===== config.mk =====
export PLATFORM = sky130hd
export DESIGN_NAME = seq_muldiv_unit_flat
export DESIGN_NICKNAME = d
export VERILOG_FILES = /design/src/rtl/seq_muldiv_unit_if.sv /design/src/rtl/seq_muldiv_unit.sv /design/src/flat_wrapper.sv
export SDC_FILE = /design/constraint.sdc
export NUM_CORES = 1
export LEC_CHECK = 0
export BUFFER_PORTS_ARGS = -buffer_cell sky130_fd_sc_hd__buf_2
export CAP_MARGIN = 20
export CELL_PAD_IN_SITES_DETAIL_PLACEMENT = 1
export CELL_PAD_IN_SITES_GLOBAL_PLACEMENT = 2
export CORE_UTILIZATION = 35
export DETAILED_ROUTE_END_ITERATION = 10
export HOLD_SLACK_MARGIN = 0.06
export PLACE_DENSITY_LB_ADDON = 0.1
export SKIP_CTS_REPAIR_TIMING = 1
export SLEW_MARGIN = 20
export SYNTH_ARGS = -nofsm -noshare
export SYNTH_HDL_FRONTEND = slang
export SYNTH_SLANG_ARGS = --single-unit

===== constraint.sdc =====
create_clock -name clk -period 5.67 [get_ports clk]
set_input_delay 1.134 -clock clk [delete_from_list [all_inputs] [get_ports clk]]
set_output_delay 1.134 -clock clk [all_outputs]
set_load 0.05 [all_outputs]

===== src/rtl/seq_muldiv_unit_if.sv =====
`default_nettype none
// ============================================================================
// Module      : seq_muldiv_unit_if
// Description : Request/result bundle for the sequential multiply/divide unit.
// Revision    : 1.0 - initial release
// ============================================================================
interface seq_muldiv_unit_if #(
    parameter int WIDTH = 32
);
    logic             i_start;
    logic [1:0]       i_op;
    logic [WIDTH-1:0] i_a;
    logic [WIDTH-1:0] i_b;
    logic             o_busy;
    logic             o_done;
    logic [WIDTH-1:0] o_hi;
    logic [WIDTH-1:0] o_lo;
    logic             o_div0;
    logic             o_zf;

    modport slave (
        input  i_start, i_op, i_a, i_b,
        output o_busy, o_done, o_hi, o_lo, o_div0, o_zf
    );

    modport master (
        output i_start, i_op, i_a, i_b,
        input  o_busy, o_done, o_hi, o_lo, o_div0, o_zf
    );
endinterface
`default_nettype wire


===== src/rtl/seq_muldiv_unit.sv =====
`default_nettype none
// ============================================================================
// Module      : seq_muldiv_unit
// Description : One-bit-per-clock signed/unsigned multiply and restoring divide
//               with HI/LO result registers.
// Revision    : 1.0 - initial release
// ============================================================================
module seq_muldiv_unit #(
    parameter int WIDTH = 32
) (
    input  logic                   clk,
    input  logic                   rst_n,
    seq_muldiv_unit_if.slave       bus
);
    localparam int CW = $clog2(WIDTH + 1);

    typedef enum logic [1:0] {
        S_IDLE = 2'd0,
        S_RUN  = 2'd1,
        S_FIX  = 2'd2
    } state_t;

    state_t           r_state;
    state_t           w_state_nxt;
    logic [CW-1:0]    r_cnt;
    logic             r_is_div;
    logic             r_is_div0;
    logic             r_neg_q;
    logic             r_neg_r;
    logic [WIDTH-1:0] r_acc_hi;
    logic [WIDTH-1:0] r_acc_lo;
    logic [WIDTH-1:0] r_b;
    logic [WIDTH-1:0] r_hi;
    logic [WIDTH-1:0] r_lo;
    logic             r_done;
    logic             r_div0;
    logic             r_zf;

    logic             w_sa;
    logic             w_sb;
    logic             w_div_zero;
    logic [WIDTH-1:0] w_mag_a;
    logic [WIDTH-1:0] w_mag_b;
    logic [WIDTH:0]   w_mul_sum;
    logic [WIDTH:0]   w_rem_sh;
    logic [WIDTH-1:0] w_rem_diff;
    logic             w_rem_ge;
    logic [2*WIDTH-1:0] w_prod_fix;
    logic [WIDTH-1:0] w_fix_hi;
    logic [WIDTH-1:0] w_fix_lo;

    always_comb begin
        w_sa       = bus.i_op[0] & bus.i_a[WIDTH-1];
        w_sb       = bus.i_op[0] & bus.i_b[WIDTH-1];
        w_mag_a    = w_sa ? -bus.i_a : bus.i_a;
        w_mag_b    = w_sb ? -bus.i_b : bus.i_b;
        w_div_zero = bus.i_op[1] && (bus.i_b == '0);

        // Multiply: add B into the upper half, keeping the carry for the shift
        w_mul_sum  = {1'b0, r_acc_hi} + (r_acc_lo[0] ? {1'b0, r_b} : '0);

        // Divide: partial remainder needs one extra bit after the left shift
        w_rem_sh   = {r_acc_hi, r_acc_lo[WIDTH-1]};
        w_rem_ge   = (w_rem_sh >= {1'b0, r_b});
        w_rem_diff = w_rem_sh[WIDTH-1:0] - r_b;

        w_prod_fix = r_neg_q ? -{r_acc_hi, r_acc_lo} : {r_acc_hi, r_acc_lo};
        if (r_is_div) begin
            w_fix_hi = r_neg_r ? -r_acc_hi : r_acc_hi;
            w_fix_lo = r_neg_q ? -r_acc_lo : r_acc_lo;
        end else begin
            w_fix_hi = w_prod_fix[2*WIDTH-1:WIDTH];
            w_fix_lo = w_prod_fix[WIDTH-1:0];
        end
    end

    always_comb begin
        w_state_nxt = r_state;
        case (r_state)
            S_IDLE: begin
                if (bus.i_start) begin
                    w_state_nxt = w_div_zero ? S_FIX : S_RUN;
                end
            end
            S_RUN: begin
                if (r_cnt == CW'(1)) begin
                    w_state_nxt = S_FIX;
                end
            end
            S_FIX:   w_state_nxt = S_IDLE;
            default: w_state_nxt = S_IDLE;
        endcase
    end

    always_ff @(posedge clk or negedge rst_n) begin
        if (!rst_n) begin
            r_state <= S_IDLE;
        end else begin
            r_state <= w_state_nxt;
        end
    end

    always_ff @(posedge clk or negedge rst_n) begin
        if (!rst_n) begin
            r_cnt     <= '0;
            r_is_div  <= 1'b0;
            r_is_div0 <= 1'b0;
            r_neg_q   <= 1'b0;
            r_neg_r   <= 1'b0;
            r_acc_hi  <= '0;
            r_acc_lo  <= '0;
            r_b       <= '0;
            r_hi      <= '0;
            r_lo      <= '0;
            r_done    <= 1'b0;
            r_div0    <= 1'b0;
            r_zf      <= 1'b1;
        end else begin
            r_done <= (r_state == S_FIX);
            case (r_state)
                S_IDLE: begin
                    if (bus.i_start) begin
                        r_is_div  <= bus.i_op[1];
                        r_is_div0 <= w_div_zero;
                        r_div0    <= 1'b0;
                        if (w_div_zero) begin
                            // Result is preloaded so FIX passes it through untouched
                            r_cnt    <= '0;
                            r_neg_q  <= 1'b0;
                            r_neg_r  <= 1'b0;
                            r_b      <= bus.i_b;
                            r_acc_hi <= bus.i_a;
                            r_acc_lo <= '1;
                        end else begin
                            r_cnt    <= CW'(WIDTH);
                            r_neg_q  <= w_sa ^ w_sb;
                            r_neg_r  <= w_sa;
                            r_b      <= w_mag_b;
                            r_acc_hi <= '0;
                            r_acc_lo <= w_mag_a;
                        end
                    end
                end
                S_RUN: begin
                    r_cnt <= r_cnt - CW'(1);
                    if (r_is_div) begin
                        if (w_rem_ge) begin
                            r_acc_hi <= w_rem_diff;
                            r_acc_lo <= {r_acc_lo[WIDTH-2:0], 1'b1};
                        end else begin
                            r_acc_hi <= w_rem_sh[WIDTH-1:0];
                            r_acc_lo <= {r_acc_lo[WIDTH-2:0], 1'b0};
                        end
                    end else begin
                        r_acc_hi <= w_mul_sum[WIDTH:1];
                        r_acc_lo <= {w_mul_sum[0], r_acc_lo[WIDTH-1:1]};
                    end
                end
                S_FIX: begin
                    r_hi   <= w_fix_hi;
                    r_lo   <= w_fix_lo;
                    r_zf   <= ({w_fix_hi, w_fix_lo} == '0);
                    r_div0 <= r_is_div0;
                end
                default: ;
            endcase
        end
    end

    assign bus.o_busy = (r_state != S_IDLE);
    assign bus.o_done = r_done;
    assign bus.o_hi   = r_hi;
    assign bus.o_lo   = r_lo;
    assign bus.o_div0 = r_div0;
    assign bus.o_zf   = r_zf;

endmodule
`default_nettype wire


===== src/flat_wrapper.sv =====
// flat-port wrapper written by rule: the top's interface ports become plain ports
module seq_muldiv_unit_flat 
#(
    parameter int WIDTH = 32
)
  (clk, rst_n, bus_i_start, bus_i_op, bus_i_a, bus_i_b, bus_o_busy, bus_o_done, bus_o_hi, bus_o_lo, bus_o_div0, bus_o_zf);
  seq_muldiv_unit_if #(.WIDTH(WIDTH)) bus_i ();
  input  logic clk;
  input  logic rst_n;
  input wire logic [$bits(bus_i.i_start)-1:0] bus_i_start;
  input wire logic [$bits(bus_i.i_op)-1:0] bus_i_op;
  input wire logic [$bits(bus_i.i_a)-1:0] bus_i_a;
  input wire logic [$bits(bus_i.i_b)-1:0] bus_i_b;
  output wire logic [$bits(bus_i.o_busy)-1:0] bus_o_busy;
  output wire logic [$bits(bus_i.o_done)-1:0] bus_o_done;
  output wire logic [$bits(bus_i.o_hi)-1:0] bus_o_hi;
  output wire logic [$bits(bus_i.o_lo)-1:0] bus_o_lo;
  output wire logic [$bits(bus_i.o_div0)-1:0] bus_o_div0;
  output wire logic [$bits(bus_i.o_zf)-1:0] bus_o_zf;
  assign bus_i.i_start = bus_i_start;
  assign bus_i.i_op = bus_i_op;
  assign bus_i.i_a = bus_i_a;
  assign bus_i.i_b = bus_i_b;
  assign bus_o_busy = bus_i.o_busy;
  assign bus_o_done = bus_i.o_done;
  assign bus_o_hi = bus_i.o_hi;
  assign bus_o_lo = bus_i.o_lo;
  assign bus_o_div0 = bus_i.o_div0;
  assign bus_o_zf = bus_i.o_zf;
  seq_muldiv_unit #(.WIDTH(WIDTH)) u_core (.clk(clk), .rst_n(rst_n), .bus(bus_i));
endmodule

# Yosys cells after proc, flatten, opt, wreduce, memory -nomap -nowiden
# Cells that the tools add are included.
totals:
  elab_cells: 72
  reg_bits: 175
op_classes:
  n_addsub: 8
  n_bitwise: 3
  order_cmp: 1
  reduce_logical: 11
  n_eq_ne: 5
  n_mux: 30
op_table:
  columns: ["cell", "count"]
  rows:
  - ["$mux 32", 15]
  - ["$neg 32->32", 4]
  - ["$pmux 32 s2", 2]
  - ["$logic_not 64->1", 1]
  - ["$mux 64", 1]
  - ["$neg 64->64", 1]
  - ["$add 32x33->33", 1]
  - ["$ge 33x32->1", 1]
  - ["$logic_not 32->1", 1]
  - ["$sub 32x32->32", 1]
  - ["$mux 6", 2]
  - ["$pmux 6 s2", 1]
  - ["$reduce_and 2->1", 4]
  - ["$eq 6x1->1 const B", 1]
  - ["$mux 2", 3]
  - ["$reduce_bool 2->1", 3]
  - ["$sub 6x1->6 const B", 1]
  - ["$mux 1", 4]
  - ["$pmux 2 s2", 1]
  - ["$and 1x1->1", 2]
  - ["$eq 2x1->1 const B", 1]
  - ["$eq 2x2->1 const B", 1]
  - ["$logic_not 2->1", 1]
  - ["$ne 2x1->1 const B", 1]
  - ["other kinds (4)", 4]

# Logic depth before layout (Yosys ltp)
# Gate-level depths: netlist of run 1.
depth:
  word_depth: 5
  ltp_mapped: 15
  ltp_nobuf: 12

# Worst setup path after synthesis of run 1
# Ideal clock, no wire load.
synth_timing:
  kind: "in2reg"
  startpoint: "in bus_i_b[8]"
  endpoint: "reg u_core.r_acc_lo[10]"
  t_required_ps: 5587
  path_slack_ps: 2047
  cell_stages: 9
  t_arrival_ps: 3540
  setup_ps: 83
  cell_sequence: "or4_1 > nor4_1 > and2_1 > and3_1 > clkbuf_1 > clkbuf_1 > buf_1 > o221ai_1 > o21ai_0"
synth_via:
  elab_chain_len: 5
synth_rtl:
  columns: ["element", "line_no", "text"]
  rows:
  - ["start: declaration", "flat_wrapper.sv:13", "input wire logic [$bits(bus_i.i_b)-1:0] bus_i_b;"]
  - ["$logic_not 32->1", "seq_muldiv_unit.sv:57", "w_div_zero = bus.i_op[1] && (bus.i_b == '0);"]
  - ["$logic_and 1x1->1", "seq_muldiv_unit.sv:57", null]
  - ["$mux 32", "seq_muldiv_unit.sv:126", "if (w_div_zero) begin"]
  - ["$mux 32", "seq_muldiv_unit.sv:122", "if (bus.i_start) begin"]
  - ["$pmux 32 s2", "seq_muldiv_unit.sv:120", "case (r_state)"]
  - ["end signal: assignment", "seq_muldiv_unit.sv:140", "r_acc_lo <= w_mag_a;"]
  - ["end signal: assignment", "seq_muldiv_unit.sv:149", "r_acc_lo <= {r_acc_lo[WIDTH-2:0], 1'b1};"]
  - ["end signal: assignment", "seq_muldiv_unit.sv:152", "r_acc_lo <= {r_acc_lo[WIDTH-2:0], 1'b0};"]
  - ["end: declaration", "seq_muldiv_unit.sv:31", "logic [WIDTH-1:0] r_acc_lo;"]
# Every way passes these cells. The select of a mux whose other input is x is not followed.
# A chain may end at the register's enable or synchronous reset.

# Worst setup path in the final report of run 1
layout_timing:
  startpoint: "reg u_core.r_acc_hi[5]"
  endpoint: "reg u_core.r_acc_hi[6]"
layout_via:
  elab_chain_len: 4
  elab_cells_between_ends: 6
  cone_classes: "add/sub (2); order compare (1); mux (3)"
layout_rtl:
  columns: ["element", "line_no", "text"]
  rows:
  - ["start: declaration", "seq_muldiv_unit.sv:30", "logic [WIDTH-1:0] r_acc_hi;"]
  - ["start signal: assignment", "seq_muldiv_unit.sv:132", "r_acc_hi <= bus.i_a;"]
  - ["start signal: assignment", "seq_muldiv_unit.sv:148", "r_acc_hi <= w_rem_diff;"]
  - ["start signal: assignment", "seq_muldiv_unit.sv:151", "r_acc_hi <= w_rem_sh[WIDTH-1:0];"]
  - ["$sub 32x32->32 or $ge 33x32->1 (tied branches)", "seq_muldiv_unit.sv:65, seq_muldiv_unit.sv:64", null]
  - ["$mux 32", "seq_muldiv_unit.sv:147", "if (w_rem_ge) begin"]
  - ["$mux 32 *", "seq_muldiv_unit.sv:146", "if (r_is_div) begin"]
  - ["$pmux 32 s2 *", "seq_muldiv_unit.sv:120", null]
# Mark *: on every way between the ends. The rest lies on a longest branch, timed or not.

==> results.py, run 1 <==
metrics = {
    "status": {
        "status": "completed",
    },
    "synthesis": {
        "syn_area_um2": 14900,
        "syn-instance-count": 1876,
        "ys_seq_area_share_pct": 29.3,
        "ys_seq_elements": 175,
        "async_reset_ff_share_pct": 100,
        "synth.top_cell.area_share_pct": 29.2,
        "synth_edf_count": 0,
        "synthFlopType": "dfrtp_1",
        "syn_area_per_cell_um2": 7.96,
        "synth_area_leaders": "dfrtp_1 29%, o21ai_0 6.6%, ha_1 6.0%, nand2_1 5.9%, xnor2_1 5.3%",
        "yosysUniqueCellTypes": 88,
        "synth_warnings": 0,
        "synth_top_area_cell": "dfrtp_1",
        "synth.net_count": 2018,
    },
    "drt": {
        "initialDrtViolationCount": 1062,
        "ant_nets": 0,
        "num_vias": 14800,
        "drtPass1Iterations": 5,
        "wl_per_cell_um": 24.2,
        "drc_errors": 0,
        "viasPerCell": 5.95,
        "drt-total-wl_um": 60200,
    },
    "finish": {
        "antenna_cells": 0,
        "nFillCells": 5171,
        "area_growth_pct": 11.4,
        "fin_nets": 2079,
        "final_common_cell": "nand2_1",
        "final_cell_mix": "233 x nand2_1, 196 x o21ai_0, 173 x dfrtp_1",
        "drive_gt1_share_pct": 11.7,
    },
    "clock_network": {
        "path_clk_slew_ns": 0.07,
        "cts_tree": "done",
        "cts_root_buf": "clkbuf_16",
        "numCtsBuffers": 17,
        "clk_latency_ns": 0.50,
        "cts_sinks": 175,
        "cts-htree-levels": 4,
        "clk_path_buf_depth": 2,
    },
    "worst_setup_path": {
        "critPathSlowestCell": "a2111o_1",
        "crit_fanout": 23,
        "cp.buffers_inverters": 2,
        "start_kind": "register",
        "slowest_delay_ns": 0.61,
        "r2r_start": "u_core.r_acc_hi[5]",
        "path_cells": "buf_4, ha_1, a211oi_1, o21bai_1, and3b_1, o211ai_1, a211o_1, a2111o_1, a31oi_2, buf_4, mux2_1, a31oi_1",
        "r2r_end": "u_core.r_acc_hi[6]",
        "worst_r2r_path_depth": 12,
        "cp_common_cell": "buf_4",
        "worstPathArrival_ns": 4.64,
        "critPathRequiredTime_ns": 6.08,
        "cp_top_family": "compound AO/OA/AOI/OAI gates",
        "rrSetupSlack_ns": 1.44,
        "critPathKind": "register to register",
        "cp-end-kind": "register",
    },
    "min_path": {
        "hold_path.class": "register to register",
        "min_path_cells": 2,
        "hold_start": "u_core.bus.o_lo[16]",
        "min_to": "u_core.bus.o_lo[16]",
    },
    "run": {
        "max-cap-violations": 0,
    },
    "floorplan": {
        "die_y_um": 209,
        "io_pins": 137,
        "die_w_um": 209,
        "fp.dieArea_um2": 43500,
        "start_util_pct": 35.5,
        "core_area_um2": 42000,
        "rows": 75,
    },
    "global_route": {
        "antenna_found_initial": 0,
        "grt_max_degree": 98,
        "grt_pass1_vias": 15100,
        "grtUsageTotal_pct": 28.3,
        "grt_remaining_overflow": 0,
        "grt_pass1_wl_um": 93500,
    },
    "sta": {
        "slew_violations": 0,
        "setup_tns_ns": 0,
        "tightest_slew_ns": 0.999,
        "grt_setup_unrepaired": "false",
        "fmax_ghz": 0.236,
        "setup_viol": 0,
        "fin_skew_ns": 0.0120,
        "finalHoldViolCount": 0,
        "finalCriticalPeriod_ns": 4.23,
        "fin_crit_sh_pct": 74.6,
        "maxSlewHeadroom_pct": 33.4,
    },
    "placed_design": {
        "finalWeightedCongestion": 0.903,
        "dpl.hpwl_um": 47200,
        "port_buffers": 136,
    },
}
==> sequential cells by signal, summed over array words and instances (netlist names), 2 cells and up <==
signal and cells:
u_core.bus.o_hi 32, u_core.bus.o_lo 32, u_core.r_acc_hi 32, u_core.r_acc_lo 32
u_core.r_b 32, u_core.r_cnt 6, u_core.r_state 2
==> metal layers <==
layer / up-vias / global-route usage [%] / share of wire [%]
li1: 7003 / - / -
met1: 7368 / 36.7 / 45
met2: 351 / 47.5 / 48
met3: 84 / 3.38 / 3.5
met4: 0 / 11.8 / 3.3
met5: - / 0 / 0
==> kinds of logic (layout without fill, tap and decap cells) <==
kind of cell / Yosys count / after routing / synth area share, %
and+or+nand+nor: 649 / 649 / 21.6
xor gates and xnor gates: 160 / 160 / 9.39
AOI/OAI and AO/OA: 585 / 585 / 25.2
adders and majority gates: 73 / 73 / 6.22
muxes: 49 / 49 / 3.34
DFF: 175 / 175 / 29.3
buffers and inverters: 185 / 259 / 4.88
==> worst reg2reg max path: cells and delay by family, from the launching register on <==
| family | cells | cell delay (ns) |
|---|---|---|
| AOI/OAI and AO/OA | 7 | 2.08 |
| buffers and inverters | 2 | 0.57 |
| muxes | 1 | 0.39 |
| adders and majority gates | 1 | 0.38 |
| DFF | 1 | 0.37 |
| and+or+nand+nor | 1 | 0.36 |
==> area by class of cell <==
cell class                      count  area (um^2)  area share, %
Inverter                           63          236           1.42
Tap cell                          539          674           4.06
Clock inverter                      8          104          0.625
Multi-Input combinational cell   1516         9840           59.2
Clock buffer                       24          492           2.96
Sequential cell                   175         4380           26.4
Timing Repair Buffer              164          897           5.40
==> cells in the mapped netlist (all sizes together) (17+ instances only) <==
cell,n
buf,25
mux2i,43
or4,17
xnor2,91
or3,23
xor2,69
a21oi,102
nand3,43
a211oi,23
a31oi,38
nor4,25
o31ai,25
clkbuf,97
o21ai,202
nand4,24
inv,63
nor3,45
nand2,234
ha,71
o221ai,21
and3,23
nor2,130
dfrtp,174
a21o,46
==> stage by stage <==
stage,instances,hold WS [ns],util (%),worst slack [ns],cell area [um^2]
2_1_floorplan,1876,0.447,-,2.05,14900
3_3_place_gp,2457,0.453,38.1,1.33,16000
3_5_place_dp,2457,0.457,38.1,1.22,16000
4_1_cts,2489,0.473,39.5,1.48,16600
5_1_grt,2489,0.485,39.5,1.25,16600
6_report,2489,0.469,39.5,1.44,16600
==> worst max-delay path by stage <==
stage                        start                  end  slack, ns  cells past startpoint
2_1_floorplan           bus_i_b[8]  u_core.r_acc_lo[10]       2.05                      9
3_3_place_gp            bus_i_b[8]   u_core.r_acc_hi[3]       1.33                     10
3_5_place_dp            bus_i_b[8]   u_core.r_acc_hi[3]       1.22                     10
4_1_cts         u_core.r_acc_hi[5]   u_core.r_acc_hi[3]       1.48                     12
5_1_grt        u_core.r_acc_lo[31]  u_core.r_acc_hi[30]       1.25                     11
6_report        u_core.r_acc_hi[5]   u_core.r_acc_hi[6]       1.44                     12
Power of run 1 is not shown: default switching activity piles up to over one toggle a cycle in this logic, so the estimate is an artifact.
==> run 2: changes to the inputs <==
CORE_UTILIZATION = 33   (was 35)
clock period = 3.47 ns   (was 5.67 ns; I/O delays follow)
==> run 2 against run 1 <==
Against the previous run: die area increased by 6.0%; sequential share of layout area decreased by 3.0 points; non-clock buffer count increased by 207; clock skew increased by 0.0022 ns; core utilization increased by 2.7 points; flip-flop and latch count unchanged; count of clock-buffer cells in the layout decreased by 5; global-route usage about the same; critical path depth increased by 1; via count increased by 4.7%; final area increased by 13%; setup slack got worse by 1.4 ns; critical endpoint is now u_core.r_acc_hi[3].
==> results.py, run 2 (same netlist as run 1, synthesis figures left out) <==
metrics = {
    "clock_network": {
        "cts_sinks": 175,
        "cts_tree": "done",
        "numCtsBuffers": 17,
        "clk_path_buf_depth": 2,
        "path_clk_slew_ns": 0.08,
        "cts-htree-levels": 4,
        "cts_root_buf": "clkbuf_16",
        "clk_latency_ns": 0.51,
    },
    "finish": {
        "area_growth_pct": 25.7,
        "final_cell_mix": "232 x nand2_1, 216 x buf_4, 192 x o21ai_0",
        "seq_area_um2": 4380,
        "stdcell_count": 2749,
        "drive_gt1_share_pct": 23.2,
        "multiInputGateArea_um2": 10200,
        "antenna_cells": 0,
        "fin_nets": 2286,
        "fin_area_um2": 18800,
        "nFillCells": 5373,
        "final_common_cell": "nand2_1",
    },
    "floorplan": {
        "die_y_um": 215,
        "core_area_um2": 44400,
        "die_w_um": 215,
        "rows": 77,
        "io_pins": 137,
        "fp.dieArea_um2": 46100,
        "start_util_pct": 33.6,
    },
    "worst_setup_path": {
        "path_cells": "inv_2, ha_4, a211oi_4, o21bai_2, and3b_2, o211ai_1, a211o_1, a2111o_1, a31oi_4, buf_12, buf_12, nor4b_1, o32a_1",
        "critPathRequiredTime_ns": 3.87,
        "r2r_start": "u_core.r_b[6]",
        "cp_top_family": "compound AO/OA/AOI/OAI gates",
        "r2r_end": "u_core.r_acc_hi[3]",
        "worst_r2r_path_depth": 13,
        "slowest_delay_ns": 0.48,
        "crit_fanout": 6,
        "rrSetupSlack_ns": 0.03,
        "cp_common_cell": "buf_12",
        "worstPathArrival_ns": 3.84,
        "start_kind": "register",
        "critPathKind": "register to register",
        "cp-end-kind": "register",
        "cp.buffers_inverters": 3,
        "critPathSlowestCell": "a2111o_1",
    },
    "global_route": {
        "grt_pass1_vias": 15800,
        "met2_usage_pct": 46.7,
        "grt_use_met3_pct": 3.30,
        "grt_pass1_wl_um": 98800,
        "grt_remaining_overflow": 0,
        "grt_max_degree": 103,
        "grt_util_met1_pct": 36.3,
        "antenna_found_initial": 1,
        "grtUsageTotal_pct": 28.3,
        "grt.busiest_layer": "met2",
    },
    "run": {
        "max-cap-violations": 0,
    },
    "drt": {
        "initialDrtViolationCount": 1028,
        "drt-total-wl_um": 65100,
        "num_vias": 15500,
        "drtPass1Iterations": 5,
        "wl_per_cell_um": 23.7,
        "drc_errors": 0,
        "ant_nets": 0,
        "viasPerCell": 5.64,
    },
    "placed_design": {
        "dp_cells": 2702,
        "place_area_um2": 17600,
        "dpl.hpwl_um": 52100,
        "port_buffers": 136,
        "finalWeightedCongestion": 0.893,
    },
    "sta": {
        "fin_skew_ns": 0.0142,
        "fin_crit_sh_pct": 99.2,
        "slew_violations": 0,
        "setup_viol": 0,
        "finalCriticalPeriod_ns": 3.44,
        "finalHoldViolCount": 0,
        "tightest_slew_ns": 1.05,
        "maxSlewHeadroom_pct": 29.8,
        "grt_setup_unrepaired": "true",
        "fmax_ghz": 0.290,
        "setup_tns_ns": 0,
    },
    "min_path": {
        "hold_path.class": "primary input to asynchronous set/reset pin",
    },
    "status": {
        "status": "completed",
    },
}
## run 2: cell types whose count changed in the layout (fill, tap and decap cells not counted), moves of 7 or more
cell	previous run	this run
buf_4	28	216
inv_2	0	7
ha_1	71	62
inv_1	63	56
buf_12	0	11
## run 2: worst register-to-register path: stages, from the launching register on
cell and delay, ns:
dfrtp_1 0.39, inv_2 0.10, ha_4 0.22, a211oi_4 0.22
o21bai_2 0.13, and3b_2 0.28, o211ai_1 0.14, a211o_1 0.35
a2111o_1 0.48, a31oi_4 0.31, buf_12 0.18, buf_12 0.14
nor4b_1 0.06, o32a_1 0.34
## run 2: stage by stage
stage          setup WS [ns]  utilization (%)  hold slack [ns]
2_1_floorplan          0.119                -            0.398
3_3_place_gp         -0.0344             39.7            0.454
3_5_place_dp          -0.161             39.7            0.461
4_1_cts               -0.189             41.0            0.147
5_1_grt              -0.0641             42.2            0.182
6_report              0.0269             42.2            0.146
## run 2: worst max path at each step
stage                       start             endpoint  slack, ns  cells past startpoint
6_report            u_core.r_b[6]   u_core.r_acc_hi[3]       0.03                     13
3_5_place_dp   u_core.r_acc_lo[0]  u_core.r_acc_hi[31]      -0.16                     12
2_1_floorplan  u_core.r_acc_lo[0]      u_core.bus.o_zf       0.12                     12
5_1_grt             u_core.r_b[6]  u_core.r_acc_hi[11]      -0.06                     13
4_1_cts        u_core.r_acc_lo[0]  u_core.r_acc_hi[31]      -0.19                     12
3_3_place_gp   u_core.r_acc_lo[0]  u_core.r_acc_hi[31]      -0.03                     12
## run 2: metal layers
layer	part of all wire, %	vias up
li1	-	7394
met1	45	7698
met2	47	312
met3	3.3	99
met4	4.5	0
met5	0	-
## run 2: cell type report
type / count / share of cell area (%)
Clock inverter: 13 / 0.654
Tap cell: 592 / 3.95
Sequential cell: 175 / 23.4
Inverter: 63 / 1.26
Multi-Input combinational cell: 1516 / 54.4
Clock buffer: 19 / 2.36
Timing Repair Buffer: 371 / 14.0
Power of run 2 is left out for the same reason.
